## src/rtl/wave_ch_regs.sv

```systemverilog
// Wave channel register block: CPU window, length counter, trigger pulse, channel-active status.
// Latency: writes visible one cycle after the strobe edge; rdata is combinational from addr.
// Backpressure: none; every write and len_tick is accepted on the edge it is sampled.
module wave_ch_regs #(
    parameter int unsigned FREQ_W = 11,
    parameter int unsigned LEN_W  = 8,
    parameter int unsigned VOL_W  = 2
) (
    input  logic              apu_clk,
    input  logic              napu_reset,
    input  logic              apu_en,
    input  logic [2:0]        addr,
    input  logic              apu_wr,
    input  logic [7:0]        wdata,
    output logic [7:0]        rdata,
    input  logic              len_tick,
    output logic              dac_en,
    output logic [VOL_W-1:0]  vol,
    output logic [FREQ_W-1:0] freq,
    output logic              len_en,
    output logic              trig,
    output logic              ch_active
);

    localparam int unsigned LR_W = LEN_W + 1;
    localparam logic [LR_W-1:0] LEN_FULL = {1'b1, {LEN_W{1'b0}}};

    logic              dac_en_q,    dac_en_d;
    logic [VOL_W-1:0]  vol_q,       vol_d;
    logic [FREQ_W-1:0] freq_q,      freq_d;
    logic              len_en_q,    len_en_d;
    logic              trig_q,      trig_d;
    logic              ch_active_q, ch_active_d;
    logic [LR_W-1:0]   len_rem_q,   len_rem_d;

    logic wr_nr1;
    logic trig_wr;
    logic len_dec;

    // A length write or a trigger on the same edge as len_tick suppresses the decrement.
    assign wr_nr1  = apu_wr && (addr == 3'd1);
    assign trig_wr = apu_wr && (addr == 3'd4) && wdata[7];
    assign len_dec = len_tick && len_en_q && (len_rem_q != '0) && !wr_nr1 && !trig_wr;

    always_comb begin
        dac_en_d    = dac_en_q;
        vol_d       = vol_q;
        freq_d      = freq_q;
        len_en_d    = len_en_q;
        trig_d      = 1'b0;
        ch_active_d = ch_active_q;
        len_rem_d   = len_rem_q;

        if (!apu_en) begin
            dac_en_d    = 1'b0;
            vol_d       = '0;
            freq_d      = '0;
            len_en_d    = 1'b0;
            ch_active_d = 1'b0;
            len_rem_d   = '0;
        end else begin
            if (apu_wr) begin
                case (addr)
                    3'd0: begin
                        dac_en_d = wdata[7];
                        if (!wdata[7]) begin
                            ch_active_d = 1'b0;
                        end
                    end
                    3'd1: len_rem_d = LEN_FULL - {1'b0, wdata[LEN_W-1:0]};
                    3'd2: vol_d = wdata[4+VOL_W:5];
                    3'd3: freq_d[7:0] = wdata;
                    3'd4: begin
                        freq_d[FREQ_W-1:8] = wdata[FREQ_W-9:0];
                        len_en_d           = wdata[6];
                        if (wdata[7]) begin
                            trig_d      = 1'b1;
                            ch_active_d = dac_en_q;
                            if (len_rem_q == '0) begin
                                len_rem_d = LEN_FULL;
                            end
                        end
                    end
                    default: ;
                endcase
            end
            if (len_dec) begin
                len_rem_d = len_rem_q - LR_W'(1);
                if (len_rem_q == LR_W'(1)) begin
                    ch_active_d = 1'b0;
                end
            end
        end
    end

    always_ff @(posedge apu_clk or negedge napu_reset) begin
        if (!napu_reset) begin
            dac_en_q    <= 1'b0;
            vol_q       <= '0;
            freq_q      <= '0;
            len_en_q    <= 1'b0;
            trig_q      <= 1'b0;
            ch_active_q <= 1'b0;
            len_rem_q   <= '0;
        end else begin
            dac_en_q    <= dac_en_d;
            vol_q       <= vol_d;
            freq_q      <= freq_d;
            len_en_q    <= len_en_d;
            trig_q      <= trig_d;
            ch_active_q <= ch_active_d;
            len_rem_q   <= len_rem_d;
        end
    end

    // Write-only and unused bits read back as 1.
    always_comb begin
        rdata = 8'hFF;
        case (addr)
            3'd0: rdata = {dac_en_q, 7'h7F};
            3'd2: rdata[4+VOL_W:5] = vol_q;
            3'd4: rdata = {1'b1, len_en_q, 6'h3F};
            default: ;
        endcase
    end

    assign dac_en    = dac_en_q;
    assign vol       = vol_q;
    assign freq      = freq_q;
    assign len_en    = len_en_q;
    assign trig      = trig_q;
    assign ch_active = ch_active_q;

endmodule

```

## config.mk

```make
export PLATFORM = sky130hd
export DESIGN_NAME = wave_ch_regs
export DESIGN_NICKNAME = d
export VERILOG_FILES = /design/src/rtl/wave_ch_regs.sv
export SDC_FILE = /design/constraint.sdc
export NUM_CORES = 1
export LEC_CHECK = 0
export CORE_ASPECT_RATIO = 0.7
export CORE_UTILIZATION = 34
export CTS_BUF_LIST = sky130_fd_sc_hd__clkbuf_16
export DETAILED_ROUTE_END_ITERATION = 10
export PLACE_DENSITY = 0.72
export SYNTH_ARGS = -nofsm -noshare
export SYNTH_HDL_FRONTEND = slang
export SYNTH_SLANG_ARGS = --single-unit
export TNS_END_PERCENT = 20
```

## constraint.sdc

```tcl
create_clock -name apu_clk -period 1.7 [get_ports apu_clk]
set_input_delay 0.34 -clock apu_clk [delete_from_list [all_inputs] [get_ports apu_clk]]
set_output_delay 0.34 -clock apu_clk [all_outputs]
set_load 0.03 [all_outputs]
```

* Word level (Yosys, flattened, before mapping)
Index checks and enable logic that the tools add are counted. W data, S select, Z words.
Cells by class: multiplexer cells 32, reductions and logical operators 17, $add $sub $neg 2, equality and inequality tests 14
Operators with widths (number):
- $mux W9 | 5
- $mux W11 | 2
- $pmux W9 S2 | 1
- $mux W1 | 17
- $ne A2 B1 Y1 const B | 5
- $eq A9 B1 Y1 const B | 1
- $logic_not A9 Y1 | 1
- $reduce_bool A9 Y1 | 1
- $sub A9 B1 Y9 const B | 1
- $sub A9 B8 Y9 const A | 1
- $mux W8 | 1
- $reduce_and A2 Y1 | 4
- $logic_and A1 B1 Y1 | 7
- $eq A3 B2 Y1 const B | 2
- $mux W2 | 3
- $ne A4 B1 Y1 const B | 1
- $ne A4 B3 Y1 const B | 1
- $ne A4 B4 Y1 const B | 1
- $pmux W2 S2 | 1
- $reduce_and A4 Y1 | 1
- $eq A3 B1 Y1 const B | 1
- $eq A3 B3 Y1 const B | 1
- $logic_not A3 Y1 | 1
- $mux W3 | 1
- other kinds (3) | 4
Word-level totals: register bits 26, input port bits 16, output and inout bits 25, logic and storage cells 73

* Depth between registers and ports, before layout
depth after elaboration 7, depth in mapped cells 8, gate-level depth less buffers 7

* Worst setup path before layout
No wires, ideal clock.
kind in2reg, start point in addr[0], end point reg len_rem_q[0], library setup time 0.119 ns, slack -0.091 ns, path buffers 3, data required time 1.581 ns, arrival 1.672 ns, stages 8, cells stage by stage buf_4 -> or3b_4 -> buf_6 -> o2111a_2 -> nand2_4 -> buf_8 -> o32ai_1 -> o21a_1
Between the ends: word-level cells in the longest chain between the ends 7, elaborated cells between the ends (all ways) 18, classes of those cells eq/ne (6); mux (4); reduce/logical (8)
RTL lines:
- start, declared | RTL line 12 | input logic [2:0] addr,
- $eq A3 B1 Y1 / $eq A3 B3 Y1 (equally long branches) | RTL line 41, 63, 42
- $logic_and A1 B1 Y1 (on tied branches) | RTL line 41, 42
- $logic_not A1 Y1 / $logic_and A1 B1 Y1 (equally long branches) | RTL line 43, 42
- $logic_and A1 B1 Y1 / $logic_not A1 Y1 (equally long branches) | RTL line 43 | assign len_dec = len_tick && len_en_q && (len_rem_q != '0) && !wr_nr1 && !trig_wr;
- $logic_and A1 B1 Y1 | RTL line 43
- $ne A4 B3 Y1 (no source line), or another cell as far along
- $reduce_and A4 Y1 (no source line) / $mux W9 (equally long branches)
- end signal, assigned | RTL line 112 | len_rem_q <= len_rem_d;
- end, declared | RTL line 34 | logic [LR_W-1:0] len_rem_q, len_rem_d;
Parallel ways exist; a longest one is shown, timed or not. The select of a mux whose other input is x is not followed. A chain may end at the register's enable or synchronous reset.

* Final worst setup path
start point reg len_rem_q[3], end point reg len_rem_q[5]
Between the ends: word-level cells in the longest chain between the ends 6, elaborated cells between the ends (all ways) 13, classes of those cells add/sub (1); eq/ne (4); mux (2); reduce/logical (6)
RTL lines:
- branches (longest 6 deep; another with $sub A9 B1 Y9)
Several ways; the timed one is not identified.

==> results by group <==
Global routing
  – First-pass GRT wire length: 8160 um
  – GRT Total Usage: 0.203
  – Largest net degree at the start of global routing: 27
  – Vias in the first global route: around 1700
  – Initial antenna violation count: 0
  – GRT overflow: 0

Logic synthesis
  – Yosys top cell area share: 0.386
  – Synth unique cells: 51
  – Synth Flop Type: dfrtp_1
  – Avg Cell Area, Syn: between 8 and 9 um^2
  – Synthesis-stage register bit count: 26
  – Post-synthesis sequential area ratio: 0.386
  – Async SR Flop Fraction: 1.00
  – Syn. warnings: 0
  – Synth area leaders: dfrtp_1, nand2_1, mux2i_1, nor2_1, a21oi_1
  – Syn Inst Count: 190
  – Mapped cell area: 0.00169 mm^2
  – Yosys top cell by area: dfrtp_1
  – Post-synth EDFFs: 0

Timing
  – Maximum clock frequency: 561 MHz
  – Final Setup Violations: 5
  – Final max-slew violation count: 0
  – RSZ-0062 raised after global routing: yes
  – Endpoints failing hold: 0
  – Final Cycle Share: 1.05
  – Clk_skew: 0.00574 ns
  – Worst setup margin: -0.0829 ns
  – Crit path time final: 1.78 ns

Layout
  – Nets: 295
  – Share of cells above drive strength 1: 0.336
  – Layout fillers: 455
  – Non-Filler Instances: about 340
  – Number of diodes: 0
  – Area grow syn2layout: 57.6%

Clock network
  – Root Buffer: clkbuf_16
  – Clock Latency Late Sink: ~0.26 ns
  – Inserted Clock Buffers: 3
  – CTS tree: yes
  – Clock Pin Slew Worst Setup and Hold Paths: 0.07 ns
  – H-Tree Level Count: 1
  – Clock tree buffer depth: 2
  – Clock Sink Count: 26

Worst hold path
  – Worst hold path type: in -> async

Critical path
  – Data required, critical path: 1.88 ns
  – CP Capture Type: flip-flop
  – CP max FO: 4
  – CP Class: reg -> reg
  – Critical path launch point type: flip-flop
  – Worst Path Arrival: 1.97 ns

Route
  – Final ANT Viol Nets: 0
  – Drc violations: 0
  – Routed len/inst: 14.9 um
  – Post-Route WL: 5120 um
  – Drt pass-1 iters: 4
  – DR vias/cell: 5.06
  – DR iter-0 viols: 74
  – Via count: 1735

Placed design
  – Post-DP HPWL: ~3500 um
  – Cell total after placement: approximately 330
  – Port-buffer cells: 35
  – GP Congestion: 0.882

Die
  – Initial Util: 0.352
  – Die H: about 61 um
  – Core box area: between 0.004 and 0.005 mm^2
  – FP Rows: 21
  – Die Footprint: 0.00525 mm^2
  – Die X: 86.2 um
  – Boundary Pins: 41

Run
  – Maxcap violations: 0

Power and ir drop
  – LEAKAGE: 0.00121 uW
  – Total Power: 1630 uW
  – Power Dens Cells: 613 mW/mm^2
  – Worst VDD drop: 484 uV

Status
  – Outcome: finished with violations
  – Failing checks: setup timing
-- metal layers --
layer  GRT usage  part of all wire  up-vias
met5           0                 0        -
li1            -                 -      852
met1       0.287              0.48      816
met2       0.312              0.45       61
met3      0.0517             0.065        6
met4      0.0548            0.0096        0
-- per-stage QoR --
stage          instance area (um^2)  hold WS [ns]  worst slack, ns  utilization  TNS (ns)
2_1_floorplan                  1720        0.0444          -0.0636            -    -0.187
3_3_place_gp                   2410         0.514           -0.660        0.504     -7.69
3_5_place_dp                   2410         0.515           -0.677        0.504     -8.66
4_1_cts                        2610         0.467          -0.0774        0.546    -0.294
5_1_grt                        2660         0.490           -0.162        0.555    -0.767
6_report                       2660         0.455          -0.0829        0.555    -0.186
-- critical path, cell delays in order, from the launching register on --
cell      delay (ns)
dfrtp_1         0.38
or4_4           0.56
or3_4           0.35
a211oi_2        0.19
a31oi_1         0.06
o22ai_1         0.17
-- Yosys cell counts, types with 2 or more instances --
cell / count
a31oi_1: 5
xor2_1: 2
or4_1: 2
nor4_1: 3
mux2i_1: 7
buf_6: 3
a21oi_1: 11
xnor2_1: 4
nor3_1: 9
a211oi_1: 2
nor2_1: 15
dfrtp_1: 26
clkbuf_1: 4
or3_1: 4
o22ai_1: 3
ha_1: 4
nand3_1: 8
or2_2: 2
nand4_1: 2
nand2_1: 27
buf_4: 7
inv_1: 7
o21a_1: 2
o21ai_0: 4
-- path summary, 6_finish.rpt --
check,from,endpoint,slack [ns],cells after the start
setup / recovery,len_rem_q[3],len_rem_q[5],-0.08,5
hold / removal,napu_reset,len_rem_q[3],0.46,2
setup reg to reg,len_rem_q[3],len_rem_q[5],-0.08,5
hold reg to reg,freq[0],freq[0],0.52,2
max in group asynchronous,napu_reset,freq[4],0.98,2
min in group apu_clk,wdata[7],trig,0.48,4
-- timing repair --
item	4_1_cts	5_1_grt
setup endpoints to repair	17	12
hold buffers	0	0
pin swaps	5	2
buffers inserted	3	2
gates cloned	1	0
resized for setup	49	14
-- area by class of cell --
| type | instances | area (um^2) | share of cell area |
|---|---|---|---|
| tap | 69 | 86.3 | 0.0325 |
| clock inverter | 1 | 3.75 | 0.00141 |
| sequential | 26 | 651 | 0.245 |
| multi-input combinational | 146 | 1040 | 0.392 |
| inverter | 7 | 26.3 | 0.00989 |
| clock buffer | 3 | 75.1 | 0.0283 |
| timing repair buffer | 91 | 772 | 0.291 |
-- placed cells by master, fill, tap and decap left out, types with 2 or more instances in the layout --
cell type,synthesis,layout
o21a_1,2,2
clkdlybuf4s50_1,0,23
nand2_4,1,3
nor2_1,15,14
inv_1,7,6
o21ai_0,4,4
a31oi_1,5,5
dfrtp_1,26,26
or3_1,4,3
nor4_4,0,2
or2_2,2,2
nand2_1,27,25
buf_6,3,8
nor3_1,9,9
nand3_1,8,7
ha_1,4,3
xor2_1,2,2
mux2i_1,7,7
xnor2_1,4,4
o22ai_1,3,3
nand4_1,2,2
clkbuf_2,0,3
a21oi_1,11,10
buf_4,7,50
or4_4,0,3
dlygate4sd2_1,0,5
clkbuf_16,0,3
conb_1,1,5
-- cell families after synthesis --
| logic type | share of synthesized area |
|---|---|
| adder cells (fa/ha/maj) | 0.0297 |
| AND/OR/NAND/NOR | 0.241 |
| multiplexers | 0.0416 |
| buffers and inverters | 0.0876 |
| other | 0.00223 |
| XOR/XNOR | 0.0312 |
| AO/OA/AOI/OAI | 0.181 |
| flip-flops | 0.386 |
-- power breakdown --
part	leakage (uW)	total [uW]	internal [uW]	switching, uW
combinational	0.000813	452	208	244
clock	0.0000385	533	315	218
sequential	0.000359	644	634	10.1
-- sequential cells by signal (all words and copies together), names as in the netlist --
name and count:
dac_en 1, freq 11, vol 2, trig 1, ch_active 1, len_rem_q 9
len_en 1
Power figures use the tool's default switching activity.
